**config.mk**
```make
export PLATFORM = sky130hd
export DESIGN_NAME = cplm_reg_seq_flat
export DESIGN_NICKNAME = d
export VERILOG_FILES = /design/src/rtl/cplm_reg_seq_if.sv /design/src/rtl/cplm_reg_seq.sv /design/src/flat_wrapper.sv
export SDC_FILE = /design/constraint.sdc
export NUM_CORES = 1
export LEC_CHECK = 0
export BUFFER_PORTS_ARGS = -buffer_cell sky130_fd_sc_hd__buf_2
export CAP_MARGIN = 20
export CORE_MARGIN = 4
export CORE_UTILIZATION = 62
export CTS_CLUSTER_SIZE = 25
export DETAILED_ROUTE_END_ITERATION = 16
export HOLD_SLACK_MARGIN = 0.15
export PLACE_DENSITY = 0.85
export SLEW_MARGIN = 20
export SYNTH_ARGS = -nofsm -noshare
export SYNTH_HDL_FRONTEND = slang
export SYNTH_SLANG_ARGS = --single-unit
```
**constraint.sdc**
```tcl
create_clock -name clk -period 3.9 [get_ports clk]
set_input_delay 0.195 -clock clk [delete_from_list [all_inputs] [get_ports clk]]
set_output_delay 0.195 -clock clk [all_outputs]
set_load 0.01 [all_outputs]
```
**src/rtl/cplm_reg_seq_if.sv**
```systemverilog
`default_nettype none
// ---------------------------------------------------------------------------
// cplm_reg_seq_if : command valid/ready channel into the register sequencer
// Revision 1.0
// ---------------------------------------------------------------------------
interface cplm_reg_seq_if #(
  parameter int DATA_W = 4,
  parameter int REP_W  = 4
);
  logic              cmd_valid;
  logic              cmd_ready;
  logic [1:0]        cmd_op;
  logic [DATA_W-1:0] cmd_data;
  logic [REP_W-1:0]  cmd_rep;

  modport master (output cmd_valid, cmd_op, cmd_data, cmd_rep, input cmd_ready);
  modport slave  (input cmd_valid, cmd_op, cmd_data, cmd_rep, output cmd_ready);
endinterface
`default_nettype wire

```
**src/rtl/cplm_reg_seq.sv**
```systemverilog
`default_nettype none
// ---------------------------------------------------------------------------
// cplm_reg_seq : FIFO-buffered replay of S1/S0/data commands, with shadow copy
// Revision 1.0
// ---------------------------------------------------------------------------
module cplm_reg_seq #(
  parameter int DATA_W = 4,
  parameter int DEPTH  = 4,
  parameter int REP_W  = 4
) (
  input  logic                   clk,
  input  logic                   rst,
  cplm_reg_seq_if.slave          cmd,
  output logic                   S1,
  output logic                   S0,
  output logic [DATA_W-1:0]      parallel_data,
  output logic                   busy,
  output logic                   done,
  output logic [$clog2(DEPTH):0] fifo_count,
  output logic [DATA_W-1:0]      shadow
);

  localparam int PTR_W = $clog2(DEPTH);
  localparam int CNT_W = PTR_W + 1;
  localparam int ENT_W = 2 + DATA_W + REP_W;
  localparam logic [CNT_W-1:0] DEPTH_C = CNT_W'(DEPTH);

  typedef enum logic [0:0] {
    IDLE = 1'b0,
    EXEC = 1'b1
  } state_t;

  state_t            state;
  logic [ENT_W-1:0]  mem [DEPTH];
  logic [PTR_W-1:0]  wr_ptr;
  logic [PTR_W-1:0]  rd_ptr;
  logic [CNT_W-1:0]  count;
  logic [REP_W-1:0]  rep_cnt;
  logic              push;
  logic              pop;
  logic [1:0]        head_op;
  logic [DATA_W-1:0] head_data;
  logic [REP_W-1:0]  head_rep;

  // Ready looks only at the occupancy: a full FIFO refuses even on a pop edge.
  assign cmd.cmd_ready = (count < DEPTH_C);
  assign push          = cmd.cmd_valid && cmd.cmd_ready;
  assign pop           = (count != '0) && ((state == IDLE) || (rep_cnt == '0));
  assign {head_op, head_data, head_rep} = mem[rd_ptr];
  assign busy          = (state == EXEC) || (count != '0);
  assign fifo_count    = count;

  always_ff @(posedge clk) begin
    if (!rst && push) begin
      mem[wr_ptr] <= {cmd.cmd_op, cmd.cmd_data, cmd.cmd_rep};
    end
  end

  always_ff @(posedge clk) begin
    if (rst) begin
      wr_ptr <= '0;
      rd_ptr <= '0;
      count  <= '0;
    end else begin
      if (push) wr_ptr <= wr_ptr + 1'b1;
      if (pop)  rd_ptr <= rd_ptr + 1'b1;
      case ({push, pop})
        2'b10:   count <= count + 1'b1;
        2'b01:   count <= count - 1'b1;
        default: count <= count;
      endcase
    end
  end

  always_ff @(posedge clk) begin
    if (rst) begin
      state         <= IDLE;
      S1            <= 1'b0;
      S0            <= 1'b0;
      parallel_data <= '0;
      done          <= 1'b0;
      rep_cnt       <= '0;
    end else begin
      case (state)
        IDLE: begin
          if (pop) begin
            state         <= EXEC;
            {S1, S0}      <= head_op;
            parallel_data <= head_data;
            rep_cnt       <= head_rep;
            done          <= (head_rep == '0);
          end else begin
            {S1, S0}      <= 2'b00;
            parallel_data <= '0;
            done          <= 1'b0;
          end
        end
        EXEC: begin
          if (rep_cnt != '0) begin
            rep_cnt <= rep_cnt - 1'b1;
            done    <= (rep_cnt == REP_W'(1));
          end else if (pop) begin
            // Chain straight into the next command so no hold cycle appears.
            {S1, S0}      <= head_op;
            parallel_data <= head_data;
            rep_cnt       <= head_rep;
            done          <= (head_rep == '0);
          end else begin
            state         <= IDLE;
            {S1, S0}      <= 2'b00;
            parallel_data <= '0;
            done          <= 1'b0;
          end
        end
        default: state <= IDLE;
      endcase
    end
  end

  // Mirrors the downstream register, which sees the same registered controls.
  always_ff @(posedge clk) begin
    if (rst) begin
      shadow <= '0;
    end else begin
      case ({S1, S0})
        2'b01:   shadow <= ~shadow;
        2'b10:   shadow <= parallel_data;
        2'b11:   shadow <= '0;
        default: shadow <= shadow;
      endcase
    end
  end

endmodule
`default_nettype wire

```
**src/flat_wrapper.sv**
```systemverilog
// flat-port wrapper written by rule: the top's interface ports become plain ports
module cplm_reg_seq_flat 
#(
  parameter int DATA_W = 4,
  parameter int DEPTH  = 4,
  parameter int REP_W  = 4
)
  (clk, rst, S1, S0, parallel_data, busy, done, fifo_count, shadow, cmd_cmd_valid, cmd_cmd_op, cmd_cmd_data, cmd_cmd_rep, cmd_cmd_ready);
  cplm_reg_seq_if #(.DATA_W(DATA_W), .REP_W(REP_W)) cmd_i ();
  input  logic clk;
  input  logic rst;
  output logic S1;
  output logic S0;
  output logic [DATA_W-1:0] parallel_data;
  output logic busy;
  output logic done;
  output logic [$clog2(DEPTH):0] fifo_count;
  output logic [DATA_W-1:0] shadow;
  input wire logic [$bits(cmd_i.cmd_valid)-1:0] cmd_cmd_valid;
  input wire logic [$bits(cmd_i.cmd_op)-1:0] cmd_cmd_op;
  input wire logic [$bits(cmd_i.cmd_data)-1:0] cmd_cmd_data;
  input wire logic [$bits(cmd_i.cmd_rep)-1:0] cmd_cmd_rep;
  output wire logic [$bits(cmd_i.cmd_ready)-1:0] cmd_cmd_ready;
  assign cmd_i.cmd_valid = cmd_cmd_valid;
  assign cmd_i.cmd_op = cmd_cmd_op;
  assign cmd_i.cmd_data = cmd_cmd_data;
  assign cmd_i.cmd_rep = cmd_cmd_rep;
  assign cmd_cmd_ready = cmd_i.cmd_ready;
  cplm_reg_seq #(.DATA_W(DATA_W), .DEPTH(DEPTH), .REP_W(REP_W)) u_core (.clk(clk), .rst(rst), .cmd(cmd_i), .S1(S1), .S0(S0), .parallel_data(parallel_data), .busy(busy), .done(done), .fifo_count(fifo_count), .shadow(shadow));
endmodule
```
==> results of run 1 <==
==> worst max path at each step <==
stage                            from              endpoint  slack (ps)  cells past startpoint
floorplan           u_core.rep_cnt[0]  u_core.fifo_count[2]        1330                     11
global placement    u_core.rep_cnt[0]  u_core.fifo_count[2]        1150                     10
detailed placement  u_core.rep_cnt[0]  u_core.fifo_count[2]         960                     10
CTS                 u_core.rep_cnt[0]  u_core.fifo_count[2]         940                     10
global route        u_core.rep_cnt[0]  u_core.fifo_count[2]         790                     10
finish              u_core.rep_cnt[0]  u_core.fifo_count[2]         920                     10
==> per-layer routing <==
layer	global-route usage (%)	up-vias
met5	0	-
met1	23.1	772
li1	-	756
met2	34.3	49
met3	5.47	9
met4	9.66	0
==> where the power goes <==
| group | leakage (nW) | switching [mW] | internal (mW) |
|---|---|---|---|
| clock network | 0.0954 | 0.226 | 0.308 |
| registers | 0.568 | 0.124 | 0.847 |
| logic | 0.514 | 0.387 | 0.340 |
==> through the flow <==
step	utilization (%)	total power, mW
global placement	69.0	1.62
global route	76.0	2.37
CTS	76.0	2.24
detailed placement	69.0	1.70
finish	76.0	2.23
floorplan	-	1.51
==> sequential cells by signal (all words and copies together), names as in the netlist, named ones only <==
register              count
u_core.fifo_count         3
u_core.S1                 1
u_core.rep_cnt            4
u_core.parallel_data      4
u_core.rd_ptr             2
u_core.state              1
u_core.wr_ptr             2
u_core.shadow             4
u_core.done               1
u_core.mem               40
u_core.S0                 1
==> worst max-delay path, stage by stage, from the launching register on <==
cell and delay, ps:
sky130_fd_sc_hd__dfxtp_1 350, sky130_fd_sc_hd__inv_1 100, sky130_fd_sc_hd__ha_1 230, sky130_fd_sc_hd__or3b_4 420, sky130_fd_sc_hd__a21oi_2 460, sky130_fd_sc_hd__ha_1 290, sky130_fd_sc_hd__inv_1 70, sky130_fd_sc_hd__fa_1 370
sky130_fd_sc_hd__xor2_1 160, sky130_fd_sc_hd__or3_1 310, sky130_fd_sc_hd__a21oi_1 150
==> cells in the final DEF, fill, tap and decap left out, drive strengths merged <==
master and instances:
a41o 1, clkinv 3, or3b 1, nand3b 2, buf 28, a221oi 2
nor4b 1, or4b 1, a21oi 12, xor2 2, or3 1, o41ai 1
mux2 1, a211oi 2, nand2 3, nand2b 1, dfxtp 25, o21ai 1
and2 5, clkbuf 12, o21bai 1, a21bo 1, mux4 10, edfxtp 40
dlygate4sd3 10, ha 7, nor2b 3, bufinv 1, a22oi 6, inv 10
nor2 23, xnor2 7, fa 1, mux2i 2, nor3 1
==> cells by family after synthesis <==
group	synth area share, %
compound gates	7.11
xor+xnor	2.95
fa+ha+maj	4.02
buf+inv	3.56
flops	63.6
mux	10.6
simple gates	8.14
==> area by class of cell <==
| type | instances | share of cell area, % |
|---|---|---|
| well taps | 50 | 2.01 |
| inverters | 10 | 1.21 |
| repair buffers | 38 | 7.73 |
| multi-input cells | 99 | 28.2 |
| flip-flops and latches | 65 | 54.8 |
| clock buffers | 12 | 4.67 |
| clock inverters | 4 | 1.37 |
==> repair_timing <==
| action | 4_1_cts | 5_1_grt |
|---|---|---|
| endpoints found under the setup margin | 0 | 0 |
| hold buffers | 10 | 0 |
| hold endpoints to repair | 40 | 0 |
==> flow_metrics.env, run 1 <==
export IMPL_run_status="complete, no violations"
export IMPL_startpoint_of_the_tightest_hold_check_path="rst"
export IMPL_worst_setup_path_type="reg -> reg"
export IMPL_met2WireLength_um=2470
export IMPL_post_drt_wl_per_cell_um=17.1
export IMPL_drv_slew=0
export IMPL_worstHoldEndpoint="u_core.S1"
export IMPL_synth_most_common_cell="sky130_fd_sc_hd__edfxtp_1"
export IMPL_cp_data_arrival_time_ps=3230
export IMPL_filler_cell_count=240
export IMPL_wirelength_met1_um=1970
export IMPL_min_delay_path_class="in -> reg"
export IMPL_synth_top_cell_by_area="sky130_fd_sc_hd__edfxtp_1"
export IMPL_cp_data_required_time_ps=4150
export IMPL_antenna_found_initial=0
export IMPL_place_detailed_instances=252
export IMPL_leakagePower_nw=1.18
export IMPL_seqCellArea_sq_um=1700
export IMPL_hold_ws_ps=320
export IMPL_die_area_sq_um=5430
export IMPL_synth_commonest_cells="sky130_fd_sc_hd__edfxtp_1, sky130_fd_sc_hd__dfxtp_1, sky130_fd_sc_hd__nor2_1, sky130_fd_sc_hd__a21oi_1, sky130_fd_sc_hd__inv_1"
export IMPL_number_of_warnings_printed_during_yosys_synthesis=0
export IMPL_ctsHtreeMaxLevel=3
export IMPL_num_io_pins=29
export IMPL_grt_first_pass_wirelength_um=7890
export IMPL_fin_ws_ps=919
export IMPL_cts_repair_resize_count=0
export IMPL_post_route_cells_drive_above_1_share_pct=21.5
export IMPL_die_y_um=73.7
export IMPL_final_period_demand_of_the_worst_path_ps=2980
export IMPL_fin_crit_sh_pct=76.4
export IMPL_maxCapViolCount=0
export IMPL_post_cts_setup_buffers=0
export IMPL_ff2ff_path_depth=10
export IMPL_clock_root_buffer="sky130_fd_sc_hd__clkbuf_8"
export IMPL_finalNetCount=244
export IMPL_synth_top_area_share_pct=44.9
export IMPL_syn_area_per_cell_sq_um=14.7
export IMPL_synth_enable_flop_cells=40
export IMPL_slew_headroom_pct=58.8
export IMPL_drtPass1Iterations=4
export IMPL_worst_r2r_setup_slack_ps=920
export IMPL_place_gp_congestion=0.734
export IMPL_synth_seq_cells=65
export IMPL_worstSkewPairLatency_ps=320
export IMPL_cts_root_to_sink_buffers=2
export IMPL_cts_tree="done"
export IMPL_worstReg2RegEnd="u_core.fifo_count[2]"
export IMPL_critPathCaptureType="register"
export IMPL_peakVddDrop_uv=530
export IMPL_detail_route_wirelength_um=4740
export IMPL_fin_tns_setup_ps=0
export IMPL_synth_nets=203
export IMPL_detailed_place_area_sq_um=2820
export IMPL_synth_top_flop_cell="sky130_fd_sc_hd__edfxtp_1"
export IMPL_worst_reg2reg_startpoint="u_core.rep_cnt[0]"
export IMPL_multiInputGateArea_sq_um=877
export IMPL_final_design_area_no_fill_sq_um=3110
export IMPL_synth_area_sq_um=2670
export IMPL_postRouteAntennaNets=0
export IMPL_yosysSeqAreaShare_pct=63.6
export IMPL_maxUsedRoutingLayer="met4"
export IMPL_pre_cts_ws_ps=961
export IMPL_via_count_of_the_first_global_routing_pass=1688
export IMPL_detailedRoute_firstIterationViolations=73
export IMPL_post_synth_inst_count=182
export IMPL_routed_via_count=1586
export IMPL_grt_setup_unrepaired="no"
export IMPL_ys_top_cells_by_area="sky130_fd_sc_hd__edfxtp_1, sky130_fd_sc_hd__dfxtp_1, sky130_fd_sc_hd__mux4_1, sky130_fd_sc_hd__ha_1, sky130_fd_sc_hd__nor2_1"
export IMPL_setup_violations=0
export IMPL_worst_clock_skew_ps=8.39
export IMPL_critical_path_max_fanout=12
export IMPL_async_flop_share_pct=0
export IMPL_layoutNonFillerInstCount=278
export IMPL_numPortBuffers=28
export IMPL_hold_viol=0
export IMPL_area_delta_synth_final_pct=16.2
export IMPL_fmax_mhz=335
export IMPL_grt_start_max_net_pins=27
export IMPL_die_w_um=73.7
export IMPL_clkSlewWorstSetupHoldPaths_ps=70
export IMPL_total_half_perimeter_wirelength_after_legalization_and_detailed_placement_um=3160
export IMPL_worst_slew_pin_transition_ps=614
export IMPL_detail_route_vias_per_cell=5.71
export IMPL_start_util_pct=65.4
export IMPL_power_per_cell_area_nw_per_um2=718
export IMPL_post_route_drc_count=0
export IMPL_cts_num_sinks=65
export IMPL_overall_track_demand_over_capacity_in_global_routing_pct=20.0
export IMPL_grt_overflow_total=0
export IMPL_route_met3_wl_um=218
export IMPL_hold_path_depth=2
export IMPL_distinct_cell_type_count_of_the_synthesized_netlist=37
export IMPL_antennaDiodeCount=0
export IMPL_cts_inserted_buffers=9
export IMPL_fp_coreArea_sq_um=4090
export IMPL_worstSetupStartpointType="register"
export IMPL_fp_rows=23
No activity file was read; power rests on OpenSTA's default activity.
==> run 2: changes to the inputs <==
--- a/config.mk
+++ b/config.mk
@@ -8,11 +8,11 @@
 export BUFFER_PORTS_ARGS = -buffer_cell sky130_fd_sc_hd__buf_2
 export CAP_MARGIN = 20
 export CORE_MARGIN = 4
-export CORE_UTILIZATION = 62
+export CORE_UTILIZATION = 57
 export CTS_CLUSTER_SIZE = 25
 export DETAILED_ROUTE_END_ITERATION = 16
 export HOLD_SLACK_MARGIN = 0.15
-export PLACE_DENSITY = 0.85
+export PLACE_DENSITY = 0.79
 export SLEW_MARGIN = 20
 export SYNTH_ARGS = -nofsm -noshare
 export SYNTH_HDL_FRONTEND = slang
==> constraint.sdc (replaced) <==
create_clock -name clk -period 2.9 [get_ports clk]
set_input_delay 0.145 -clock clk [delete_from_list [all_inputs] [get_ports clk]]
set_output_delay 0.145 -clock clk [all_outputs]
set_load 0.01 [all_outputs]
==> run 2 against run 1 <==
Effect of this change:
- worst hold slack lost 77 ps
- final cell count rose by 1.1%
- combinational power is 34% higher
- sequential cell count unchanged
- critical path depth unchanged
- die area is 7.8% higher
- wire length is 0.63% higher
- maximum frequency increased by 16%
- clock power grew 39%
- non-clock buffer count up 1
- largest power group unchanged
- cell area increased by 0.56%
- register-to-register slack worse by 590 ps
==> flow_metrics.env, run 2 (same netlist as run 1, synthesis figures left out) <==
export IMPL_multiInputGateArea_sq_um=877
export IMPL_cts_num_sinks=65
export IMPL_largest_register_ff_count=40
export IMPL_wirelength_met1_um=1930
export IMPL_grt_first_pass_wirelength_um=7990
export IMPL_detail_route_wirelength_um=4770
export IMPL_layout_cells_most_common_list="sky130_fd_sc_hd__edfxtp_1, sky130_fd_sc_hd__buf_2, sky130_fd_sc_hd__dfxtp_1"
export IMPL_pre_cts_ws_ps=366
export IMPL_antenna_found_initial=0
export IMPL_area_delta_synth_final_pct=16.8
export IMPL_total_half_perimeter_wirelength_after_legalization_and_detailed_placement_um=3230
export IMPL_hold_ws_ps=243
export IMPL_worstSkewPairLatency_ps=340
export IMPL_post_route_drc_count=0
export IMPL_cp_data_arrival_time_ps=2830
export IMPL_drv_slew=0
export IMPL_cts_root_to_sink_buffers=2
export IMPL_power_per_cell_area_nw_per_um2=968
export IMPL_filler_cell_count=298
export IMPL_layout_cells_most_common="sky130_fd_sc_hd__edfxtp_1"
export IMPL_worst_setup_path_type="reg -> reg"
export IMPL_final_period_demand_of_the_worst_path_ps=2570
export IMPL_place_gp_congestion=0.821
export IMPL_worstSetupStartpointType="register"
export IMPL_antennaDiodeCount=0
export IMPL_ctsHtreeMaxLevel=3
export IMPL_fin_ws_ps=332
export IMPL_overall_track_demand_over_capacity_in_global_routing_pct=17.9
export IMPL_clock_root_buffer="sky130_fd_sc_hd__clkbuf_8"
export IMPL_maxCapViolCount=0
export IMPL_cts_inserted_buffers=9
export IMPL_critPathCaptureType="register"
export IMPL_fin_crit_sh_pct=88.5
export IMPL_hold_path_depth=2
export IMPL_post_cts_setup_buffers=0
export IMPL_die_area_sq_um=5850
export IMPL_cp_buffers_inverters=2
export IMPL_die_w_um=76.5
export IMPL_maxUsedRoutingLayer="met4"
export IMPL_hold_viol=0
export IMPL_clkSlewWorstSetupHoldPaths_ps=70
export IMPL_peak_per_stage_delay_on_the_critical_path_ps=410
export IMPL_cp_data_required_time_ps=3170
export IMPL_fp_rows=24
export IMPL_grt_setup_unrepaired="no"
export IMPL_min_delay_path_class="in -> reg"
export IMPL_detailedRoute_firstIterationViolations=85
export IMPL_path_depth=10
export IMPL_route_met3_wl_um=244
export IMPL_worst_slew_pin_transition_ps=605
export IMPL_cts_tree="done"
export IMPL_grt_start_max_net_pins=27
export IMPL_crit_path_cell_trace="inv_1 -> ha_1 -> or3b_4 -> a21oi_2 -> ha_1 -> inv_1 -> fa_1 -> xor2_1 -> or3_1 -> a21oi_1"
export IMPL_grt_overflow_total=0
export IMPL_numPortBuffers=28
export IMPL_post_drt_wl_per_cell_um=17.0
export IMPL_setup_violations=0
export IMPL_die_y_um=76.5
export IMPL_finalNetCount=245
export IMPL_p_total_mw=3.02
export IMPL_routed_via_count=1575
export IMPL_seqCellArea_sq_um=1700
export IMPL_slew_headroom_pct=59.4
export IMPL_fp_coreArea_sq_um=4440
export IMPL_postRouteAntennaNets=0
export IMPL_post_route_cells_drive_above_1_share_pct=23.6
export IMPL_ff2ff_path_depth=10
export IMPL_slowest_stage="sky130_fd_sc_hd__or3b_4"
export IMPL_drtPass1Iterations=4
export IMPL_num_io_pins=29
export IMPL_layout_core_utilization_pct=70.3
export IMPL_run_status="complete, no violations"
export IMPL_peakVddDrop_uv=572
export IMPL_timing_critical_path_max_delay_family="adder cells"
export IMPL_registers_top_by_ff_count="u_core.mem"
export IMPL_met2WireLength_um=2540
export IMPL_critical_path_max_fanout=4
export IMPL_detail_route_vias_per_cell=5.60
export IMPL_fin_tns_setup_ps=0
export IMPL_leakagePower_nw=1.18
export IMPL_fmax_mhz=389
export IMPL_start_util_pct=60.2
export IMPL_worst_clock_skew_ps=5.87
export IMPL_via_count_of_the_first_global_routing_pass=1638
==> run 2: cell types whose count changed in the layout (fill, tap and decap cells not counted) <==
| cell | previous run | this run |
|---|---|---|
| sky130_fd_sc_hd__clkinv_1 | 2 | 0 |
| sky130_fd_sc_hd__clkinv_4 | 0 | 1 |
| sky130_fd_sc_hd__clkinv_2 | 1 | 2 |
| sky130_fd_sc_hd__buf_4 | 0 | 1 |
| sky130_fd_sc_hd__clkbuf_8 | 10 | 9 |
| sky130_fd_sc_hd__clkbuf_1 | 2 | 0 |
| sky130_fd_sc_hd__clkinvlp_4 | 0 | 3 |
==> run 2: worst paths after layout <==
path / startpoint / endpoint / slack (ps)
worst max-delay path: u_core.rep_cnt[1] / u_core.fifo_count[2] / 330
worst min-delay path: rst / u_core.fifo_count[0] / 240
worst max register to register: u_core.rep_cnt[1] / u_core.fifo_count[2] / 330
worst min register to register: u_core.parallel_data[1] / u_core.shadow[1] / 530
==> run 2: layout make-up <==
type / count / share of cell area, %
flip-flops and latches: 65 / 54.5
clock buffers: 9 / 3.96
repair buffers: 39 / 7.93
inverters: 10 / 1.20
clock inverters: 7 / 2.28
multi-input cells: 99 / 28.1
well taps: 52 / 2.08
==> run 2: per-layer routing <==
metal | global-route usage, % | up-vias
met5 | 0 | -
met4 | 7.61 | 0
met3 | 4.73 | 8
met2 | 30.2 | 52
met1 | 21.7 | 761
li1 | - | 754
==> run 2: worst reg2reg max path, cell delays in order, from the launching register on <==
cell and delay (ps):
sky130_fd_sc_hd__dfxtp_1 340, sky130_fd_sc_hd__inv_1 110, sky130_fd_sc_hd__ha_1 220, sky130_fd_sc_hd__or3b_4 410, sky130_fd_sc_hd__a21oi_2 170, sky130_fd_sc_hd__ha_1 200, sky130_fd_sc_hd__inv_1 60, sky130_fd_sc_hd__fa_1 370
sky130_fd_sc_hd__xor2_1 160, sky130_fd_sc_hd__or3_1 320, sky130_fd_sc_hd__a21oi_1 140
==> run 2: power breakdown <==
part	internal (mW)	total (mW)	switching, mW	leakage (nW)
Sequential	1.14	1.31	0.169	0.568
Clock	0.394	0.740	0.346	0.0912
Combinational	0.472	0.975	0.503	0.519
Total	2.01	3.02	1.02	1.18
==> run 2: repair_timing <==
item,4_1_cts,5_1_grt
gates resized for setup,0,0
hold buffers,10,0
hold endpoints to repair,40,0
==> run 2: stage by stage <==
stage,cell area (sq um),instances
floorplan,2670,182
global placement,2830,255
CTS,3120,281
global route,3120,281
detailed placement,2830,255
finish,3120,281
